$ cat config.mk
export PLATFORM = sky130hd
export DESIGN_NAME = rate_sequencer_flat
export DESIGN_NICKNAME = d
export VERILOG_FILES = /design/src/rtl/rate_sequencer_if.sv /design/src/rtl/rate_sequencer.sv /design/src/flat_wrapper.sv
export SDC_FILE = /design/constraint.sdc
export NUM_CORES = 1
export LEC_CHECK = 0
export ABC_AREA = 1
export CAP_MARGIN = 20
export CORE_MARGIN = 3
export CORE_UTILIZATION = 39
export CTS_CLUSTER_SIZE = 14
export DETAILED_ROUTE_END_ITERATION = 16
export HOLD_SLACK_MARGIN = 0.03
export PLACE_DENSITY = 0.56
export SYNTH_ARGS = -nofsm -noshare
export SYNTH_HDL_FRONTEND = slang
export SYNTH_SLANG_ARGS = --single-unit
$ cat constraint.sdc
create_clock -name clk_s -period 2.18 [get_ports clk_s]
set_input_delay 0.654 -clock clk_s [delete_from_list [all_inputs] [get_ports clk_s]]
set_output_delay 0.654 -clock clk_s [all_outputs]
set_load 0.03 [all_outputs]
$ cat src/rtl/rate_sequencer_if.sv
// Run controls from the consumer and the strobe/status bundle returned by the rate sequencer.
// phase is sized for M2 base-band samples per audio sample.
interface rate_sequencer_if #(
  parameter int M2 = 30
);
  logic                  enable;
  logic                  resync;
  logic                  ce_b;
  logic                  ce_a;
  logic [$clog2(M2)-1:0] phase;
  logic                  valid;
  logic                  busy;

  modport master (
    output enable, resync,
    input  ce_b, ce_a, phase, valid, busy
  );

  modport slave (
    input  enable, resync,
    output ce_b, ce_a, phase, valid, busy
  );
endinterface

$ cat src/rtl/rate_sequencer.sv
// Divides clk_s into base-band (every M1 cycles) and audio (every M1*M2 cycles) enable strobes.
// Strobes are decoded combinationally from the counters; valid follows WARMUP audio strobes.
module rate_sequencer #(
  parameter int M1     = 250,
  parameter int M2     = 30,
  parameter int WARMUP = 4
) (
  input  logic             clk_s,
  input  logic             reset_n,
  rate_sequencer_if.slave  sif
);
  localparam int W1 = $clog2(M1);
  localparam int W2 = $clog2(M2);
  localparam int WW = $clog2(WARMUP + 1);

  typedef enum logic [1:0] {ST_IDLE, ST_WARMUP, ST_RUN} state_t;

  state_t          state, state_nx;
  logic [W1-1:0]   cnt1, cnt1_nx;
  logic [W2-1:0]   cnt2, cnt2_nx;
  logic [WW-1:0]   wcnt, wcnt_nx;

  logic busy_w;
  logic at_end1;
  logic at_end2;
  logic ce_b_w;
  logic ce_a_w;

  assign busy_w  = (state != ST_IDLE);
  assign at_end1 = (cnt1 == W1'(M1 - 1));
  assign at_end2 = (cnt2 == W2'(M2 - 1));
  // enable/resync gate the strobe in the same cycle so a stop or restart never leaks a pulse
  assign ce_b_w  = busy_w && sif.enable && !sif.resync && at_end1;
  assign ce_a_w  = ce_b_w && at_end2;

  assign sif.ce_b  = ce_b_w;
  assign sif.ce_a  = ce_a_w;
  assign sif.phase = cnt2;
  assign sif.valid = (state == ST_RUN);
  assign sif.busy  = busy_w;

  always_ff @(posedge clk_s or negedge reset_n) begin
    if (!reset_n) begin
      state <= ST_IDLE;
      cnt1  <= '0;
      cnt2  <= '0;
      wcnt  <= '0;
    end else begin
      state <= state_nx;
      cnt1  <= cnt1_nx;
      cnt2  <= cnt2_nx;
      wcnt  <= wcnt_nx;
    end
  end

  always_comb begin
    state_nx = state;
    cnt1_nx  = cnt1;
    cnt2_nx  = cnt2;
    wcnt_nx  = wcnt;
    case (state)
      ST_IDLE: begin
        cnt1_nx = '0;
        cnt2_nx = '0;
        wcnt_nx = '0;
        if (sif.enable) state_nx = ST_WARMUP;
      end
      ST_WARMUP, ST_RUN: begin
        if (!sif.enable) begin
          state_nx = ST_IDLE;
          cnt1_nx  = '0;
          cnt2_nx  = '0;
          wcnt_nx  = '0;
        end else if (sif.resync) begin
          state_nx = ST_WARMUP;
          cnt1_nx  = '0;
          cnt2_nx  = '0;
          wcnt_nx  = '0;
        end else begin
          cnt1_nx = at_end1 ? '0 : cnt1 + W1'(1);
          if (at_end1) cnt2_nx = at_end2 ? '0 : cnt2 + W2'(1);
          // wcnt freezes once RUN is reached; only warm-up audio strobes are counted
          if (state == ST_WARMUP && ce_a_w) begin
            wcnt_nx = wcnt + WW'(1);
            if (wcnt == WW'(WARMUP - 1)) state_nx = ST_RUN;
          end
        end
      end
      default: begin
        state_nx = ST_IDLE;
        cnt1_nx  = '0;
        cnt2_nx  = '0;
        wcnt_nx  = '0;
      end
    endcase
  end
endmodule

$ cat src/flat_wrapper.sv
// flat-port wrapper written by rule: the top's interface ports become plain ports
module rate_sequencer_flat 
#(
  parameter int M1     = 250,
  parameter int M2     = 30,
  parameter int WARMUP = 4
)
  (clk_s, reset_n, sif_enable, sif_resync, sif_ce_b, sif_ce_a, sif_phase, sif_valid, sif_busy);
  rate_sequencer_if #(.M2(M2)) sif_i ();
  input  logic clk_s;
  input  logic reset_n;
  input wire logic [$bits(sif_i.enable)-1:0] sif_enable;
  input wire logic [$bits(sif_i.resync)-1:0] sif_resync;
  output wire logic [$bits(sif_i.ce_b)-1:0] sif_ce_b;
  output wire logic [$bits(sif_i.ce_a)-1:0] sif_ce_a;
  output wire logic [$bits(sif_i.phase)-1:0] sif_phase;
  output wire logic [$bits(sif_i.valid)-1:0] sif_valid;
  output wire logic [$bits(sif_i.busy)-1:0] sif_busy;
  assign sif_i.enable = sif_enable;
  assign sif_i.resync = sif_resync;
  assign sif_ce_b = sif_i.ce_b;
  assign sif_ce_a = sif_i.ce_a;
  assign sif_phase = sif_i.phase;
  assign sif_valid = sif_i.valid;
  assign sif_busy = sif_i.busy;
  rate_sequencer #(.M1(M1), .M2(M2), .WARMUP(WARMUP)) u_core (.clk_s(clk_s), .reset_n(reset_n), .sif(sif_i));
endmodule
# Yosys cells after proc, flatten, opt, wreduce, memory -nomap -nowiden
# Cells that the tools add are included.
dict set report totals {
  register_bits 18
  in_bits 4
  output_inout_bits 9
  elab_cells 45
}
dict set report op_classes {
  n_addsub 3
  eq_ne 9
  mux 19
  n_reduce_logical 10
}
# cell count
set ops {}
lappend ops {{$mux 8} 4}
lappend ops {{$mux 5} 5}
lappend ops {{$mux 3} 4}
lappend ops {{$ne 4x3->1 const B} 3}
lappend ops {{$mux 2} 5}
lappend ops {{$add 8x1->8 const B} 1}
lappend ops {{$eq 8x8->1 const B} 1}
lappend ops {{$add 5x1->5 const B} 1}
lappend ops {{$eq 5x5->1 const B} 1}
lappend ops {{$logic_and 1x1->1} 5}
lappend ops {{$pmux 2 s2} 1}
lappend ops {{$add 3x1->3 const B} 1}
lappend ops {{$eq 3x2->1 const B} 1}
lappend ops {{$reduce_and 3->1} 1}
lappend ops {{$eq 2x1->1 const B} 1}
lappend ops {{$eq 2x2->1 const B} 1}
lappend ops {{$logic_not 2->1} 1}
lappend ops {{$ne 2x2->1 const B} 1}
lappend ops {{$reduce_bool 2->1} 1}
lappend ops {{$reduce_or 2->1} 1}
lappend ops {{$logic_not 1->1} 1}

# Longest topological paths before layout
dict set report depth {
  word_depth 10
  depth_mapped 10
  ltp_nobuf 9
}

# Worst setup path after synthesis
# OpenSTA, ideal clock, no wires.
dict set report synth_path {
  path_type {flip-flop to output port}
  start {register u_core.cnt2[0], in the netlist u_core.sif.phase[0]}
  end {output port sif_ce_a}
  arrival_time_ns 1.985
  t_required_ns 1.526
  slack_ns -0.459
  path_stages_with_launch 6
  path_buffers 0
  path_cell_list {dfrtp_1 ha_1 nand2_1 nor2_1 inv_1 nor4_1}
}
dict set report synth_via {
  elab_chain_len 2
}
# element line
set synth_rtl {}
lappend synth_rtl {{start, declared} rate_sequencer.sv:20} ;# logic [W2-1:0] cnt2, cnt2_nx;
lappend synth_rtl {{start signal, assigned} rate_sequencer.sv:51} ;# cnt2 <= cnt2_nx;
lappend synth_rtl {{$eq 5x5->1} rate_sequencer.sv:31} ;# assign at_end2 = (cnt2 == W2'(M2 - 1));
lappend synth_rtl {{$logic_and 1x1->1} rate_sequencer.sv:34} ;# assign ce_a_w = ce_b_w && at_end2;
lappend synth_rtl {{end, declared} flat_wrapper.sv:15} ;# output wire logic [$bits(sif_i.ce_a)-1:0] sif_ce_a;
# No other way between the ends.

# Worst setup path in the final report
dict set report layout_path {
  start {input port sif_resync}
  end {output port sif_ce_a}
}
dict set report layout_via {
  elab_chain_len 4
}
# element line
set layout_rtl {}
lappend layout_rtl {{start, declared} flat_wrapper.sv:13} ;# input wire logic [$bits(sif_i.resync)-1:0] sif_resync;
lappend layout_rtl {{$logic_not 1->1} rate_sequencer.sv:33} ;# assign ce_b_w = busy_w && sif.enable && !sif.resync && at_end1;
lappend layout_rtl {{$logic_and 1x1->1 (2 in a row)} rate_sequencer.sv:33}
lappend layout_rtl {{$logic_and 1x1->1} rate_sequencer.sv:34}
# No other way between the ends.

==> flow_summary_export.csv <==
group,metric,value,unit
layout,fin_area,1440,um^2
timing,worst_pin_slew,0.308,ns
critical_path,cp_num_cells,5,
detailed_routing,drc,0,
layout,final_cell_mix,"nand2_1, nor2_1, dfrtp_1",
clock_network,insertion_delay,0.29,ns
detailed_routing,drtIter0Drc,35,
synth,synth_top_family_by_area,"simple AND/OR/NAND/NOR gates",
layout,final_common_cell,"nand2_1",
die,num_rows,18,
die,core-area,2590,um^2
detailed_routing,firstDrtPassIters,4,
die,io_pins,13,
critical_path,worst-endpoint-required,1.53,ns
synth,netlist.area_leader.share,40.4,%
critical_path,startpoint,"sif_resync",
detailed_routing,vias_per_cell,4.70,
clock_network,numCtsBuffers,3,
critical_path,r2r_setup_slack,0.62,ns
critical_path,rr_worst_depth,8,
timing,finalSetupViolCount,0,
detailed_routing,num_vias,888,
hold_path,min-delay-path-class,"flip-flop to flip-flop",
die,design.die.area,3540,um^2
global_route,grt_start_max_net_pins,19,
critical_path,endpoint,"sif_ce_a",
global_route,grt_pass1_wl,3850,um
critical_path,cpPeakStageDelay,0.29,ns
synth,seq_area_frac_synth,40.4,%
synth,synth_largest_area_cell,"dfrtp_1",
place,dp_hpwl,1670,um
power_and_ir_drop,irDropWorstVdd,0.677,mV
timing,rsz0062_at_grt,"true",
status,status,"completed",
critical_path,arrival,1.50,ns
timing,fin_tns_setup,0,ns
clock_network,cts.path.max_buffers,2,
run,maxCapViolCount,0,
detailed_routing,routedWlPerCell,11.5,um
synth,synthTopCellsByArea,"dfrtp_1, ha_1, nand2_1",
synth,synth_xor_area_share,2.35,%
timing,fmax,0.465,GHz
critical_path,crit_type,"primary input to output pin",
synth,syn_avg_cell_area,8.65,um^2
synth,synth_cells,129,
critical_path,critPathTopFamily,"buffers and inverters",
clock_network,htreeDepth,1,
synth,yosys_warnings,0,
detailed_routing,drt_wl_total,2170,um
synth,syn_area,1120,um^2
clock_network,cts_hold_buf,0,
critical_path,worst-path-max-fanout,3,
power_and_ir_drop,power_leakage,0.765,nW
synth,synthAdderAreaFrac,11.2,%
clock_network,cts_root_buf,"clkbuf_4",
synth,syn_nets,143,
timing,skew,0.000550,ns
layout,antenna_cells,0,
critical_path,r2r_start,"u_core.state[1]",
global_route,antenna_found_initial,0,
synth,yosys-mux-area-fraction,0,%
critical_path,critical_path.endpoint_type,"output pin",
timing,timing.slew.headroom,79.4,%
synth,yosys.area_share.simple,29.6,%
critical_path,crit_chain,"dlygate4sd2_1 -> inv_2 -> nand2_2 -> nor4_4 -> buf_6",
place,place_area,1320,um^2
clock_network,cts_sinks,18,
layout,finish.net_count,174,
synth,ys_ff_latch,18,
critical_path,start_kind,"primary input",
clock_network,cts_tree,"yes",
global_route,overflow,0,
critical_path,reg2reg_to,"u_core.sif.phase[1]",
timing,fin_crit_sh,98.7,%
detailed_routing,drtAntennaViolNets,0,
critical_path,crit_slowest_cell,"nor4_4",
timing,hold_ws,0.505,ns
synth,synth_compound_area_share,7.40,%
timing,min_period,2.15,ns
layout,syn_to_final_growth,29.3,%
die,die_y,59.5,um
die,die_x,59.5,um
timing,finalHoldViolCount,0,
die,start_util,43.1,%
critical_path,critPathBufInv,3,
synth,synth_cell_types,27,
power_and_ir_drop,p_per_area,737,nW/um^2
clock_network,path_clk_slew,0.11,ns
place,gp_congestion,0.767,
layout,layout-drive-gt1-share,31.4,%
global_route,grtUsageTotal,14.7,%
place,numPortBuffers,12,
timing,slew_violations,0,
global_route,first_global_vias,901,
[sequential cells by signal, summed over array words and instances, names as in the netlist]
name,flops
u_core.sif.phase,5
u_core.cnt1,8
u_core.wcnt,3
u_core.state,2
[stage by stage]
stage	instances	power [mW]	setup slack, ns	util, %
after floorplan	129	0.726	0.0405	-
after global placement	177	0.843	-0.197	51.0
after detailed placement	177	0.860	-0.202	51.0
after CTS	189	1.09	-0.00656	55.7
after global routing	189	1.14	-0.0900	55.7
final	189	1.06	0.0275	55.7
[cells in the mapped netlist]
cell	count
inv_1	16
buf_12	1
o21ai_0	3
nand2_4	1
nand2_1	23
nor3_2	1
nand3_4	1
nand3_1	10
nand2_2	2
a21oi_2	2
inv_2	4
inv_4	1
and3_1	1
nor4_1	1
dfrtp_1	18
nand3_2	1
nor2_4	1
o22a_1	1
nor2_1	19
nor3_1	1
nand4_2	1
o21ai_2	1
xor2_1	3
o22ai_2	1
a21oi_1	4
nor2_8	1
ha_1	10
[cell families (layout without fill, tap and decap cells)]
kind of cell	count (synthesis)	in the layout
AND/OR/NAND/NOR	64	64
AO/OA/AOI/OAI	12	12
XOR/XNOR	3	3
flip-flops	18	18
buffers and inverters	22	52
adder cells (fa/ha/maj)	10	10
[worst min-delay path by stage]
| stage | to | slack, ns | cells past startpoint | start |
|---|---|---|---|---|
| floorplan | u_core.cnt1[0] | 0.36 | 0 | reset_n |
| global placement | u_core.wcnt[1] | 0.47 | 2 | u_core.wcnt[1] |
| detailed placement | u_core.wcnt[1] | 0.48 | 2 | u_core.wcnt[1] |
| CTS | u_core.cnt1[0] | 0.51 | 1 | u_core.cnt1[0] |
| global route | u_core.cnt1[0] | 0.55 | 1 | u_core.cnt1[0] |
| finish | u_core.cnt1[0] | 0.51 | 1 | u_core.cnt1[0] |
[metal layers]
layer	track usage (%)	wire [um]	vias up
li1	-	-	468
met1	17.3	984	406
met2	26.1	1090	12
met3	3.92	80	2
met4	3.80	19	0
met5	0	0	-
[power breakdown]
group	internal, mW	switching, mW
Clock	0.102	0.108
Sequential	0.365	0.0223
Combinational	0.181	0.286
Total	0.648	0.416
[timing repair]
item,4_1_cts,5_1_grt
endpoints found under the setup margin,4,2
endpoints found under the hold margin,0,0
buffers inserted,8,0
gates cloned,0,0
resized for setup,17,0
pin swaps,4,1
[cell type report]
class                           count  area, um^2
Fill cell                         244        1150
Multi-Input combinational cell     89         612
Sequential cell                    18         450
Timing Repair Buffer               27         225
Inverter                           21        81.3
Tap cell                           30        37.5
Clock buffer                        4        36.3
No activity file was read; power rests on OpenSTA's default activity.
